==> src/rtl/reg_checkpoint_pkg.sv <==
// Shared types for the register checkpoint unit: FSM state encoding and
// the register index type for the default 32-entry register file.
package reg_checkpoint_pkg;

  localparam int NUM_REGS_DEF   = 32;
  localparam int DATA_WIDTH_DEF = 32;
  localparam int ADDR_WIDTH     = $clog2(NUM_REGS_DEF);

  typedef logic [ADDR_WIDTH-1:0] reg_idx_t;

  typedef enum logic [1:0] {
    IDLE    = 2'd0,
    HELD    = 2'd1,
    RESTORE = 2'd2
  } ckpt_state_e;

endpackage

==> src/rtl/reg_checkpoint_if.sv <==
// Bundle between the hazard controller / register file (master) and the
// checkpoint unit (slave). Requests are level-sampled on every clk edge; the
// done outputs are one-cycle pulses; there is no backpressure.
interface reg_checkpoint_if
  import reg_checkpoint_pkg::*;
#(
  parameter int DATA_WIDTH = 32,
  parameter int NUM_REGS   = 32,
  parameter int ADDR_WIDTH = $clog2(NUM_REGS)
);
  logic                  take_snapshot;
  logic [DATA_WIDTH-1:0] regs_in [NUM_REGS];
  logic                  wb_we;
  logic [ADDR_WIDTH-1:0] wb_addr;
  logic                  recover;
  logic                  rf_we;
  logic [ADDR_WIDTH-1:0] rf_addr;
  logic [DATA_WIDTH-1:0] rf_data;
  logic                  rs_done;
  logic                  recovery_done;
  logic                  snapshot_valid;
  logic                  busy;
  ckpt_state_e           state;

  modport master (
    output take_snapshot, regs_in, wb_we, wb_addr, recover,
    input  rf_we, rf_addr, rf_data, rs_done, recovery_done, snapshot_valid, busy, state
  );

  modport slave (
    input  take_snapshot, regs_in, wb_we, wb_addr, recover,
    output rf_we, rf_addr, rf_data, rs_done, recovery_done, snapshot_valid, busy, state
  );
endinterface

==> src/rtl/reg_checkpoint_unit_lowest_set_idx.sv <==
// Combinational priority encoder: index of the lowest set bit of mask,
// never reporting bit 0 (r0 is hardwired zero and never restored).
module lowest_set_idx #(
  parameter int NUM_REGS   = 32,
  parameter int ADDR_WIDTH = $clog2(NUM_REGS)
) (
  input  logic [NUM_REGS-1:0]   mask,
  output logic [ADDR_WIDTH-1:0] idx,
  output logic                  any
);
  logic unused_bit0;
  assign unused_bit0 = mask[0];

  always_comb begin
    idx = '0;
    // Scan downward so the last hit, the lowest index, wins.
    for (int i = NUM_REGS - 1; i >= 1; i--) begin
      if (mask[i]) idx = ADDR_WIDTH'(i);
    end
    any = |mask[NUM_REGS-1:1];
  end
endmodule

==> src/rtl/reg_checkpoint_unit.sv <==
// Register file checkpoint/restore responder. With REG_CHECKPOINT_DIRTY_TRACK_EN
// only registers written since the checkpoint are replayed; otherwise all of r1..rN-1.
module reg_checkpoint_unit
  import reg_checkpoint_pkg::*;
#(
  parameter int DATA_WIDTH = 32,
  parameter int NUM_REGS   = 32,
  parameter int ADDR_WIDTH = $clog2(NUM_REGS)
) (
  input logic             clk,
  input logic             rst_n,
  reg_checkpoint_if.slave bus
);
  localparam logic [NUM_REGS-1:0] ALL_REGS = {{(NUM_REGS-1){1'b1}}, 1'b0};

  ckpt_state_e           state_q, state_d;
  logic [NUM_REGS-1:0]   pend_q, pend_d;
  logic                  rf_we_q, rf_we_d;
  logic [ADDR_WIDTH-1:0] rf_addr_q, rf_addr_d;
  logic [DATA_WIDTH-1:0] rf_data_q, rf_data_d;
  logic                  rs_done_q, rs_done_d;
  logic                  rec_done_q, rec_done_d;
  logic                  valid_q, valid_d;
  logic                  busy_q, busy_d;
  logic                  cap;
  logic [DATA_WIDTH-1:0] snap_q [1:NUM_REGS-1];
  logic [NUM_REGS-1:0]   enc_mask;
  logic [ADDR_WIDTH-1:0] enc_idx;
  logic                  enc_any;

  logic unused_r0;
  assign unused_r0 = ^bus.regs_in[0];
`ifndef REG_CHECKPOINT_DIRTY_TRACK_EN
  logic unused_wb;
  assign unused_wb = ^{bus.wb_we, bus.wb_addr};
`endif

  // pend_q holds the registers still to be replayed; in HELD it is the dirty mask.
  always_comb begin
`ifdef REG_CHECKPOINT_DIRTY_TRACK_EN
    enc_mask = pend_q;
`else
    enc_mask = (state_q == RESTORE) ? pend_q : ALL_REGS;
`endif
  end

  lowest_set_idx #(.NUM_REGS(NUM_REGS), .ADDR_WIDTH(ADDR_WIDTH)) u_enc (
    .mask (enc_mask),
    .idx  (enc_idx),
    .any  (enc_any)
  );

  always_comb begin
    state_d    = state_q;
    pend_d     = pend_q;
    rf_we_d    = 1'b0;
    rf_addr_d  = '0;
    rf_data_d  = '0;
    rs_done_d  = 1'b0;
    rec_done_d = 1'b0;
    valid_d    = valid_q;
    cap        = 1'b0;
    if ((state_q == RESTORE || (state_q == HELD && bus.recover)) && enc_any) begin
      state_d   = RESTORE;
      rf_we_d   = 1'b1;
      rf_addr_d = enc_idx;
      rf_data_d = snap_q[enc_idx];
      pend_d    = enc_mask & ~(NUM_REGS'(1) << enc_idx);
    end else if (state_q == RESTORE || bus.recover) begin
      // Recover with nothing left to write (or nothing held) completes here.
      state_d    = IDLE;
      pend_d     = '0;
      rec_done_d = 1'b1;
      valid_d    = 1'b0;
    end else begin
      if (bus.take_snapshot) begin
        cap       = 1'b1;
        state_d   = HELD;
        pend_d    = '0;
        rs_done_d = 1'b1;
        valid_d   = 1'b1;
      end
`ifdef REG_CHECKPOINT_DIRTY_TRACK_EN
      // A same-cycle write lands after the capture, so it still marks dirty.
      if (bus.wb_we && bus.wb_addr != '0 && (state_q == HELD || bus.take_snapshot))
        pend_d[bus.wb_addr] = 1'b1;
`endif
    end
    busy_d = (state_d == RESTORE);
  end

  always_ff @(posedge clk or negedge rst_n) begin
    if (!rst_n) begin
      state_q    <= IDLE;
      pend_q     <= '0;
      rf_we_q    <= 1'b0;
      rf_addr_q  <= '0;
      rf_data_q  <= '0;
      rs_done_q  <= 1'b0;
      rec_done_q <= 1'b0;
      valid_q    <= 1'b0;
      busy_q     <= 1'b0;
    end else begin
      state_q    <= state_d;
      pend_q     <= pend_d;
      rf_we_q    <= rf_we_d;
      rf_addr_q  <= rf_addr_d;
      rf_data_q  <= rf_data_d;
      rs_done_q  <= rs_done_d;
      rec_done_q <= rec_done_d;
      valid_q    <= valid_d;
      busy_q     <= busy_d;
    end
  end

  // Checkpoint storage is deliberately not reset; it is only read while valid.
  always_ff @(posedge clk) begin
    if (cap) begin
      for (int i = 1; i < NUM_REGS; i++) snap_q[i] <= bus.regs_in[i];
    end
  end

  assign bus.rf_we          = rf_we_q;
  assign bus.rf_addr        = rf_addr_q;
  assign bus.rf_data        = rf_data_q;
  assign bus.rs_done        = rs_done_q;
  assign bus.recovery_done  = rec_done_q;
  assign bus.snapshot_valid = valid_q;
  assign bus.busy           = busy_q;
  assign bus.state          = state_q;
endmodule
==> src/flat_wrapper.sv <==
// flat-port wrapper written by rule: the top's interface ports become plain ports
module reg_checkpoint_unit_flat import reg_checkpoint_pkg::*;
#(
  parameter int DATA_WIDTH = 32,
  parameter int NUM_REGS   = 32,
  parameter int ADDR_WIDTH = $clog2(NUM_REGS)
)
  (clk, rst_n, bus_take_snapshot, bus_regs_in, bus_wb_we, bus_wb_addr, bus_recover, bus_rf_we, bus_rf_addr, bus_rf_data, bus_rs_done, bus_recovery_done, bus_snapshot_valid, bus_busy, bus_state);
  reg_checkpoint_if #(.DATA_WIDTH(DATA_WIDTH), .NUM_REGS(NUM_REGS), .ADDR_WIDTH(ADDR_WIDTH)) bus_i ();
  input logic clk;
  input logic rst_n;
  input wire logic [$bits(bus_i.take_snapshot)-1:0] bus_take_snapshot;
  input wire logic [$bits(bus_i.regs_in)-1:0] bus_regs_in;
  input wire logic [$bits(bus_i.wb_we)-1:0] bus_wb_we;
  input wire logic [$bits(bus_i.wb_addr)-1:0] bus_wb_addr;
  input wire logic [$bits(bus_i.recover)-1:0] bus_recover;
  output wire logic [$bits(bus_i.rf_we)-1:0] bus_rf_we;
  output wire logic [$bits(bus_i.rf_addr)-1:0] bus_rf_addr;
  output wire logic [$bits(bus_i.rf_data)-1:0] bus_rf_data;
  output wire logic [$bits(bus_i.rs_done)-1:0] bus_rs_done;
  output wire logic [$bits(bus_i.recovery_done)-1:0] bus_recovery_done;
  output wire logic [$bits(bus_i.snapshot_valid)-1:0] bus_snapshot_valid;
  output wire logic [$bits(bus_i.busy)-1:0] bus_busy;
  output wire logic [$bits(bus_i.state)-1:0] bus_state;
  assign bus_i.take_snapshot = bus_take_snapshot;
  assign bus_i.regs_in = {>>{bus_regs_in}};
  assign bus_i.wb_we = bus_wb_we;
  assign bus_i.wb_addr = bus_wb_addr;
  assign bus_i.recover = bus_recover;
  assign bus_rf_we = bus_i.rf_we;
  assign bus_rf_addr = bus_i.rf_addr;
  assign bus_rf_data = bus_i.rf_data;
  assign bus_rs_done = bus_i.rs_done;
  assign bus_recovery_done = bus_i.recovery_done;
  assign bus_snapshot_valid = bus_i.snapshot_valid;
  assign bus_busy = bus_i.busy;
  assign bus_state = bus_i.state;
  reg_checkpoint_unit #(.DATA_WIDTH(DATA_WIDTH), .NUM_REGS(NUM_REGS), .ADDR_WIDTH(ADDR_WIDTH)) u_core (.clk(clk), .rst_n(rst_n), .bus(bus_i));
endmodule
==> config.mk <==
export PLATFORM = sky130hd
export DESIGN_NAME = reg_checkpoint_unit_flat
export DESIGN_NICKNAME = d
export VERILOG_FILES = /design/src/rtl/reg_checkpoint_pkg.sv /design/src/rtl/reg_checkpoint_if.sv /design/src/rtl/reg_checkpoint_unit_lowest_set_idx.sv /design/src/rtl/reg_checkpoint_unit.sv /design/src/flat_wrapper.sv
export SDC_FILE = /design/constraint.sdc
export NUM_CORES = 1
export LEC_CHECK = 0
export CORE_AREA = 2 2 422 424
export DETAILED_ROUTE_END_ITERATION = 10
export DIE_AREA = 0 0 424 426
export PLACE_DENSITY_LB_ADDON = 0.2
export SYNTH_ARGS = -nofsm -noshare
export SYNTH_HDL_FRONTEND = slang
export SYNTH_SLANG_ARGS = --single-unit
export TNS_END_PERCENT = 1
==> constraint.sdc <==
create_clock -name clk -period 67 [get_ports clk]
set_input_delay 16.75 -clock clk [delete_from_list [all_inputs] [get_ports clk]]
set_output_delay 16.75 -clock clk [all_outputs]
set_load 0.01 [all_outputs]
After elaboration in Yosys (flattened, before gate mapping)
Memories as Yosys holds them, arrays and structs flattened.
Index checks and enable logic that the tools add are counted.
{"block": "word_totals", "ff_bits": 76, "mem_bits_rw": 992, "mem_count": 1}
{"block": "op_classes", "eq_ne": 3, "shift": 1, "n_mux": 50, "n_bitwise": 3, "n_reduce_logical": 8}
{"memory": "u_core.snap_q", "depth": 31, "word_bits": 32, "rd": 1, "rd_clocked_by_memory_dff": 0, "wr": 31, "line_no": "reg_checkpoint_unit.sv:26", "rtl": "logic [DATA_WIDTH-1:0] snap_q [1:NUM_REGS-1];"}
{"op": "$mux 32", "count": 5}
{"op": "$mux 5", "count": 32}
{"op": "$and 32x32->32", "count": 1}
{"op": "$not 32->32", "count": 1}
{"op": "$shl 1x5->32 const A", "count": 1}
{"op": "$reduce_or 31->1", "count": 1}
{"op": "$mux 1", "count": 10}
{"op": "$mux 2", "count": 3}
{"op": "$eq 2x2->1 const B", "count": 2}
{"op": "$reduce_bool 3->1", "count": 1}
{"op": "$eq 2x1->1 const B", "count": 1}
{"op": "$logic_and 1x1->1", "count": 2}
{"op": "$logic_or 1x1->1", "count": 2}
{"op": "$reduce_and 2->1", "count": 1}
{"op": "$reduce_bool 2->1", "count": 1}
{"op": "$not 1->1", "count": 1}

Logic depth before layout (Yosys ltp)
Gate-level depths: netlist of run 1.
{"block": "logic_depth", "depth_word": 37, "depth_mapped": 12, "mapped_depth_nobuf": 10}

Modules after synthesis
From an unflattened synthesis of run 1, not the netlist that was laid out.
{"block": "hier_totals", "cells_unflattened": 2036, "hier_area_um2": 41447.3}
{"module": "reg_checkpoint_unit", "instances": 1, "cells_each": 1967, "area_per_inst_um2": 41090.7, "seq_area_each_um2": 31690.4}
{"module": "lowest_set_idx", "instances": 1, "cells_each": 69, "area_per_inst_um2": 356.6, "seq_area_each_um2": 0.0}

Worst setup path before layout of run 1
OpenSTA, ideal clock, no wires.
{"block": "synth_timing", "kind": "input -> register", "from": "input bus_recover", "to": "register u_core.rs_done_q, in the netlist u_core.bus.rs_done", "setup_time_ns": 2.533, "arrival_ns": 39.243, "t_required_ns": 64.467, "slack_ns": 25.225, "cell_stages": 2, "path_buffers": 0, "path_cell_list": "nor2_1 > and2_1"}
{"block": "synth_via", "elab_chain_len": 4, "word_cells_on_any_way": 6, "cone_classes": "2 x mux; 4 x reduce/logical"}
{"element": "start: declaration", "line_no": "flat_wrapper.sv:16", "rtl": "input wire logic [$bits(bus_i.recover)-1:0] bus_recover;"}
{"element": "$logic_and 1x1->1", "line_no": "reg_checkpoint_unit.sv:63", "rtl": "if ((state_q == RESTORE || (state_q == HELD && bus.recover)) && enc_any) begin"}
{"element": "$logic_or 1x1->1", "line_no": "reg_checkpoint_unit.sv:63"}
{"element": "$logic_and 1x1->1", "line_no": "reg_checkpoint_unit.sv:63"}
{"element": "$mux 1 *"}
{"element": "net u_core.cap", "line_no": "reg_checkpoint_unit.sv:25", "rtl": "logic cap;"}
{"element": "end signal: assignment", "line_no": "reg_checkpoint_unit.sv:109", "rtl": "rs_done_q <= rs_done_d;"}
{"element": "end: declaration", "line_no": "reg_checkpoint_unit.sv:21", "rtl": "logic rs_done_q, rs_done_d;"}
Mark *: on every way through the listed nets, which the timed path passes. The rest lies on a longest branch.
A chain may end at the register's enable or synchronous reset.

==> results by group, run 1 <==
Yosys
  • Main combinational cell family by area after synthesis: compound AO/OA/AOI/OAI gates
  • Netlist Area Pre-Place: roughly 41000 um2
  • Synth warnings: 0
  • Cells after synthesis: 2619
  • Post-Synth Simple-Gate Area: 3.85%
  • Compound-gate portion of the synthesized area: between 10% and 20%
  • Post-synth EDFFs: around 1000
  • Post-Syn Area per Cell: ~16 um2
  • Post-Syn Nets: 3653
  • Library cells used by synthesis: 74
  • Post-synthesis xor/xnor area fraction: 0%
  • Adder-cell share of the synthesized area: 0%
  • Post-synthesis mux area share: under 10%
  • Post-synthesis sequential area ratio: between 70% and 80%
  • Synthesized flop and latch total: around 1100
  • Async S/R FF share, synth: 7.03%
  • Synth Flop Type: edfxtp_1

CTS
  • Hold-fix buffers, CTS: 0
  • Clk_lat worst skew: a little under 800 ps
  • Clock buffer depth: 3
  • Clock H-tree levels: 4
  • Clock Pin Slew Worst Setup and Hold Paths: ~60 ps
  • Clock sinks: 1067
  • Post-CTS Resized: 0
  • Setup bufs post-CTS: 0
  • Root buffer cell: clkbuf_16
  • CTS tree: built
  • CTS Buf Count: 131

Critical path
  • Reg2reg path depth: 12
  • Crit path largest cell delay: between 800 and 900 ps
  • Worst path cell trace: clkdlybuf4s50_1, nor2_1, and2_4, buf_4, buf_4, buf_4, buf_4
  • CP Max Fanout: 75
  • Levels on crit path: 7
  • Delay-heaviest family, CP: buffers and inverters
  • Worst Path Arrival: between 20000 and 25000 ps
  • Crit. End Element: register
  • Most frequent CP cell: buf_4
  • CP bufs+invs: 5
  • CP Class: in2reg
  • Max stage delay cell, worst path: buf_4
  • Required time worst endpoint: approximately 67000 ps
  • Crit path launch type: input pin

Route
  • DR vias: 28200
  • Drt pass-1 iters: 5
  • DRT iter0 DRCs: around 2500
  • Avg WL per Cell: roughly 31 um
  • DRC Markers: 0
  • Final antenna-violating net count: 0
  • Final wirelength: just under 200 mm
  • Vias per cell: ~4.6

STA
  • RSZ-0062 raised after global routing: false
  • Hold Vio Cnt, Final: 0
  • Clock Skew: ~29 ps
  • Slew Viols, Final: 0
  • Tcrit/Tclk final: roughly a third
  • Worst slew pin tran: about 1200 ps
  • Final setup vio count: 0
  • TNS Setup: 0 ps
  • Relative slew slack: 16.2%
  • Min Tclk post-route: 21410 ps
  • Fmax: 0.0467 GHz
  • Final hold slack: about 530 ps

Floorplan
  • Die area: approximately 180000 um2
  • Core area: approximately 180000 um2
  • # rows: roughly 150
  • Chip width: between 400 and 500 um
  • Starting Density: 23.4%
  • Die Y: about 430 um
  • Ports: between 1000 and 1500

Flow run
  • Max-cap violation count: 0

Global route
  • Vias in the first global route: 28800
  • Initial antenna violation count: 71
  • Largest net degree at the start of global routing: approximately 180
  • Tot GR Track Use: 20.6%
  • Global-route wire length before repair: 252 mm
  • Total gr overflow: 0

Finish
  • Area Overhead vs Synth: 42.5%
  • Final #Nets: between 4000 and 5000
  • Proportion of layout cells with a drive suffix above 1: around 12%

Power
  • Pleak: 0.0195 uW
  • Maximum VDD drop: 0.0000399 V
  • Power per cell area: 43.6 nW/um2

Hold path
  • HP Class: reg2reg
  • Hold path depth: 2

Run status
  • Status: complete, no violations

Place
  • RePlAce Congestion: 0.832
  • Port bufs: 1039
  • DPL Wire Length: around 140 mm
==> stage by stage <==
stage	util (%)	setup slack, ps	cell area (um2)	instances	total power [uW]
2_1_floorplan	-	25220	41100	2619	1480
3_3_place_gp	30.9	44810	54200	5893	1880
3_5_place_dp	30.9	44730	54200	5893	1880
4_1_cts	33.3	45570	58500	6130	2600
5_1_grt	33.3	45190	58500	6148	2670
6_report	33.3	45590	58500	6151	2550
==> cells in the final DEF (no fill, tap or decap), types with 5 or more instances in the layout <==
| cell | count |
|---|---|
| inv_1 | 10 |
| clkbuf_1 | 34 |
| o22a_1 | 6 |
| o32ai_1 | 6 |
| o22ai_1 | 232 |
| clkinv_2 | 12 |
| o211ai_1 | 10 |
| o31ai_1 | 28 |
| a21oi_1 | 84 |
| mux2_2 | 180 |
| nor2_1 | 136 |
| clkinv_4 | 6 |
| dfrtp_1 | 75 |
| nor3_1 | 12 |
| bufinv_16 | 10 |
| diode_2 | 21 |
| clkinv_8 | 5 |
| clkdlybuf4s50_1 | 1038 |
| a31oi_1 | 48 |
| clkinv_1 | 20 |
| inv_6 | 9 |
| nand3_1 | 11 |
| edfxtp_1 | 992 |
| o2bb2ai_1 | 7 |
| o221ai_1 | 11 |
| clkbuf_16 | 136 |
| nor4_1 | 5 |
| o21ai_1 | 47 |
| a311oi_1 | 11 |
| buf_12 | 6 |
| nand2_1 | 170 |
| buf_4 | 58 |
| o21ai_0 | 289 |
==> state kept, by name, indices dropped and copies added, names as in the netlist <==
name	count
u_core.bus.busy	1
u_core.pend_q	31
u_core.bus.rf_we	1
u_core.bus.rs_done	1
u_core.bus.recovery_done	1
u_core.bus.snapshot_valid	1
u_core.snap_q	992
u_core.bus.rf_addr	5
u_core.bus.state	2
u_core.bus.rf_data	32
==> worst paths after layout <==
path / from / slack [ps] / to
max in group asynchronous: rst_n / 49840 / u_core.bus.rf_data[8]$_DFF_PN0_
worst min-delay path: u_core.bus.snapshot_valid$_DFFE_PN0P_ / 530 / u_core.bus.snapshot_valid$_DFFE_PN0P_
worst min register to register: u_core.bus.snapshot_valid$_DFFE_PN0P_ / 530 / u_core.bus.snapshot_valid$_DFFE_PN0P_
worst max-delay path: bus_recover / 45590 / u_core.snap_q[1][22]$_DFFE_PP_
min in group asynchronous: rst_n / 16050 / u_core.bus.busy$_DFF_PN0_
worst max register to register: u_core.pend_q[30]$_DFFE_PN0P_ / 61160 / u_core.bus.rf_data[11]$_DFF_PN0_
==> routing by layer <==
| metal | GRT usage (%) | part of all wire (%) | vias to the layer above |
|---|---|---|---|
| met5 | 0 | 0.16 | - |
| met4 | 6.20 | 2.3 | 52 |
| met3 | 5.20 | 6.9 | 260 |
| met2 | 37.1 | 53 | 1091 |
| met1 | 23.9 | 38 | 14200 |
| li1 | - | - | 12500 |
==> final cells by class <==
class | count | area [um2]
Fill cell | 17300 | 117000
Multi-Input combinational cell | 1370 | 8640
Sequential cell | 1067 | 31700
Tap cell | 2340 | 2930
Antenna cell | 21 | 52.6
Timing Repair Buffer | 1102 | 10900
Clock buffer | 172 | 3560
Inverter | 14 | 65.1
Clock inverter | 65 | 681
==> worst reg2reg max path, delay by kind of cell (launching register included) <==
kind,cells,cell delay [ps]
AND/OR/NAND/NOR,2,360
multiplexers,1,450
AO/OA/AOI/OAI,6,2540
flip-flops,1,410
buffers and inverters,3,1870
==> power breakdown <==
| group | switching [uW] | internal (uW) | total, uW |
|---|---|---|---|
| combinational | 669 | 326 | 995 |
| clock | 299 | 415 | 714 |
| sequential | 23.8 | 818 | 842 |
==> cells in the mapped netlist, drive strengths merged, types with 5 or more instances <==
master	count	area [um2]
nand2	174	656
nand3	12	72.6
inv	13	48.8
mux2	183	2060
o21ai	338	1690
nor3	16	101
nor2	139	529
a211oi	5	42.5
clkbuf	84	317
nor4	5	31.3
a21oi	85	437
o211ai	11	96.3
o22ai	233	1460
a311oi	13	120
dfrtp	75	1880
buf	84	503
o31ai	29	218
o2bb2ai	7	61.3
o32ai	9	78.8
edfxtp	992	29800
o221ai	11	96.3
o22a	6	52.6
a31oi	49	313
==> kinds of logic (layout without fill, tap and decap cells) <==
logic type | after synthesis | after routing
other cells | 0 | 21
flops | 1067 | 1067
buf+inv | 182 | 1353
compound gates | 819 | 819
simple gates | 366 | 366
mux | 185 | 185
Power figures use the tool's default switching activity.
==> run 2: changes to the inputs <==
- clock period: 67 -> 17.9 ns (I/O delays scaled with it)
==> run 2 against run 1 <==
Against the previous run:
- wire length shrank 0.56%
- hold slack better by 3.9 ps
- clock skew is 15 ps higher
- critical path depth shrank 1
- design area rose by 0.21%
- non-clock buffer count stayed put
- final cell count up 0.26%
- combinational power increased to 3.8 times the previous value
- first-iteration DRC count fell by 11%
- register-to-register slack got worse by 49000 ps
- sequential cell count did not move
- critical path type unchanged
==> results by group, run 2 (same netlist as run 1, synthesis figures left out) <==
Run status
  • Status: complete, no violations

Route
  • Final antenna-violating net count: 0 (unchanged)
  • DR vias: 28000 (-0.38%)
  • WL met1: 72.6 mm (-0.50%)
  • DRT iter0 DRCs: 2242 (-11%)
  • Routed wl met2: 98.5 mm (-2.8%)
  • Max layer used: met5
  • DRC Markers: 0 (unchanged)
  • Met3 Routed Length: 13.0 mm (-1.7%)
  • Drt pass-1 iters: 6 (+1)
  • Final wirelength: 191 mm (-0.56%)
  • Vias per cell: 4.55 (-0.63%)
  • Avg WL per Cell: 31.0 um (-0.82%)

Global route
  • Largest net degree at the start of global routing: 167 (-5.1%)
  • Tot GR Track Use: 20.4% (-0.19 points)
  • Vias in the first global route: 28700 (-0.32%)
  • Global-route wire length before repair: 249 mm (-1.3%)
  • Total gr overflow: 0 (unchanged)
  • Initial antenna violation count: 75 (+5.6%)

Critical path
  • Required time worst endpoint: 18310 ps (-49080 ps)
  • Reg2reg path depth: 11 (-1)
  • Reg-to-reg critical path endpoint: u_core.bus.rf_data[10]$_DFF_PN0_
  • Crit path largest cell delay: 910 ps (+30 ps)
  • Most frequent CP cell: buf_4
  • Setup slack, reg-to-reg: 12480 ps (-48680 ps)
  • Delay-heaviest family, CP: buffers and inverters
  • Crit. Startpoint: bus_recover
  • CP Max Fanout: 161 (+110%)
  • Crit. End Element: register
  • CP Class: in2reg
  • CP bufs+invs: 4 (-1)
  • RR Startpoint: u_core.bus.state[0]$_DFF_PN0_
  • Worst Path Arrival: 8350 ps (-13450 ps)
  • Worst path cell trace: clkdlybuf4s50_1, nor2_1, and2_4, buf_4, buf_12, buf_4
  • Crit path launch type: input pin
  • Max stage delay cell, worst path: buf_4
  • Levels on crit path: 6 (-1)

Finish
  • Commonest cells after routing, fill and taps aside: 1038 x clkdlybuf4s50_1, 992 x edfxtp_1, 288 x o21ai_0
  • Filler Cells Inserted: 17400 (+0.63%)
  • Largest Register: u_core.snap_q
  • Area Overhead vs Synth: 42.7%
  • Post-layout util: 33.4% (+0.069 points)
  • Post-Layout Cell Count: 6167 (+0.26%)
  • Proportion of layout cells with a drive suffix above 1: 12.4% (-0.056 points)
  • Final #Nets: 4720 (unchanged)
  • Max reg flops: 992 (unchanged)
  • Most common cell after layout, fill and taps aside: clkdlybuf4s50_1

STA
  • Slew Viols, Final: 0 (unchanged)
  • Clock Skew: 43.2 ps (+14.6 ps)
  • TNS Setup: 0 ps (unchanged)
  • Tcrit/Tclk final: 44.4%
  • Min Tclk post-route: between 7000 and 8000 ps
  • Setup ws final: 9960 ps (-35630 ps)
  • RSZ-0062 raised after global routing: false
  • Final setup vio count: 0 (unchanged)
  • Relative slew slack: 19.1% (+3.0 points)
  • Worst slew pin tran: 1210 ps (-34.0 ps)
  • Fmax: 0.126 GHz
  • Hold Vio Cnt, Final: 0 (unchanged)

Power
  • Seq pwr share: 32.9% (about the same)
  • Power per cell area: 163 nW/um2 (+280%)
  • Psw: 3770 uW (+280%)
  • Comb pwr share: 39.3% (+0.3 points)
  • Sw frac: 39.3% (+0.48 points)
  • Maximum VDD drop: 0.000159 V (+300%)
  • Internal Power: 5820 uW (+270%)
  • Clock share of power: 27.9% (about the same)
  • Pleak: 0.0195 uW (+0.19%)

Floorplan
  • Die area: 181000 um2 (unchanged)
  • Core area: 176000 um2 (unchanged)
  • Starting Density: 23.4% (unchanged)
  • # rows: 154 (unchanged)
  • Ports: 1078 (unchanged)
  • Die Y: 426 um (unchanged)
  • Chip width: 424 um (unchanged)

Hold path
  • Worst Hold End: u_core.bus.snapshot_valid$_DFFE_PN0P_
  • HP Class: reg2reg
  • Hold Crit Start: u_core.bus.snapshot_valid$_DFFE_PN0P_
  • Hold path depth: 2 (unchanged)

CTS
  • Clock sinks: 1067 (unchanged)
  • CTS Buf Count: 131 (unchanged)
  • Clock buffer depth: 3 (unchanged)
  • Clock Pin Slew Worst Setup and Hold Paths: 60 ps (about the same)
  • Clock H-tree levels: 4 (unchanged)
  • Hold-fix buffers, CTS: 0 (unchanged)
  • Clk_lat worst skew: 800 ps (+20 ps)
  • CTS tree: built
  • Post-CTS Resized: 0 (unchanged)
  • Root buffer cell: clkbuf_16
  • Setup bufs post-CTS: 0 (unchanged)

Place
  • DPL Wire Length: 140 mm (-0.24%)
  • Placed insts: 5893 (unchanged)
  • Pre-CTS WS: 9070 ps (-35660 ps)
  • Port bufs: 1039 (unchanged)
  • RePlAce Congestion: 0.828 (-0.38%)

Flow run
  • Max-cap violation count: 0 (unchanged)
## run 2: cell count changes in the layout (fill, tap and decap cells not counted), sizes merged
cell,before,now
diode,21,36
clkinv,43,57
clkbuf,172,167
clkinvlp,4,0
inv,22,19
bufinv,10,9
## run 2: per-layer routing
metal	vias to the layer above	global-route usage [%]
met1	14100	23.1
met5	-	0
met4	48	8.94
met3	278	5.87
li1	12500	-
met2	1052	35.5
## run 2: power by group through the flow
stage	registers [uW]	logic [uW]	clock network [uW]
6_report	3150	3760	2670
5_1_grt	3180	4040	2830
4_1_cts	3150	3890	2740
3_5_place_dp	3200	3880	0
3_3_place_gp	3200	3880	0
2_1_floorplan	3330	2070	0
## run 2: worst register-to-register path, stage by stage (launching register included)
cell,delay (ps)
dfrtp_1,560
nor3b_4,770
buf_4,600
nand2_1,240
or3_4,610
inv_6,310
buf_4,500
buf_4,440
o221ai_1,210
a31oi_1,640
o21ai_0,250
o22ai_1,200
## run 2: per-stage QoR
stage	total power, uW	hold slack [ps]	cell area (um2)
6_report	9590	532	58700
5_1_grt	10000	556	58700
2_1_floorplan	5400	494	41100
4_1_cts	9780	532	58600
3_3_place_gp	7070	521	54300
3_5_place_dp	7070	523	54300
## run 2: how the worst max path moves through the flow
| stage | endpoint | slack (ps) |
|---|---|---|
| 2_1_floorplan | u_core.bus.rs_done$_DFF_PN0_ | 290 |
| 3_3_place_gp | u_core.snap_q[6][16]$_DFFE_PP_ | 9140 |
| 3_5_place_dp | u_core.snap_q[6][16]$_DFFE_PP_ | 9070 |
| 4_1_cts | u_core.snap_q[6][21]$_DFFE_PP_ | 9970 |
| 5_1_grt | u_core.snap_q[31][0]$_DFFE_PP_ | 9710 |
| 6_report | u_core.snap_q[11][16]$_DFFE_PP_ | 9960 |
## run 2: final cells by class
class	instances	area, um2	share of cell area [%]
antenna	36	90.1	0.154
clock buffer	167	3470	5.92
clock inverter	71	823	1.40
inverter	14	63.8	0.109
multi-input combinational	1370	8640	14.7
sequential	1067	31700	54.0
tap	2340	2930	4.99
timing repair buffer	1102	11000	18.7
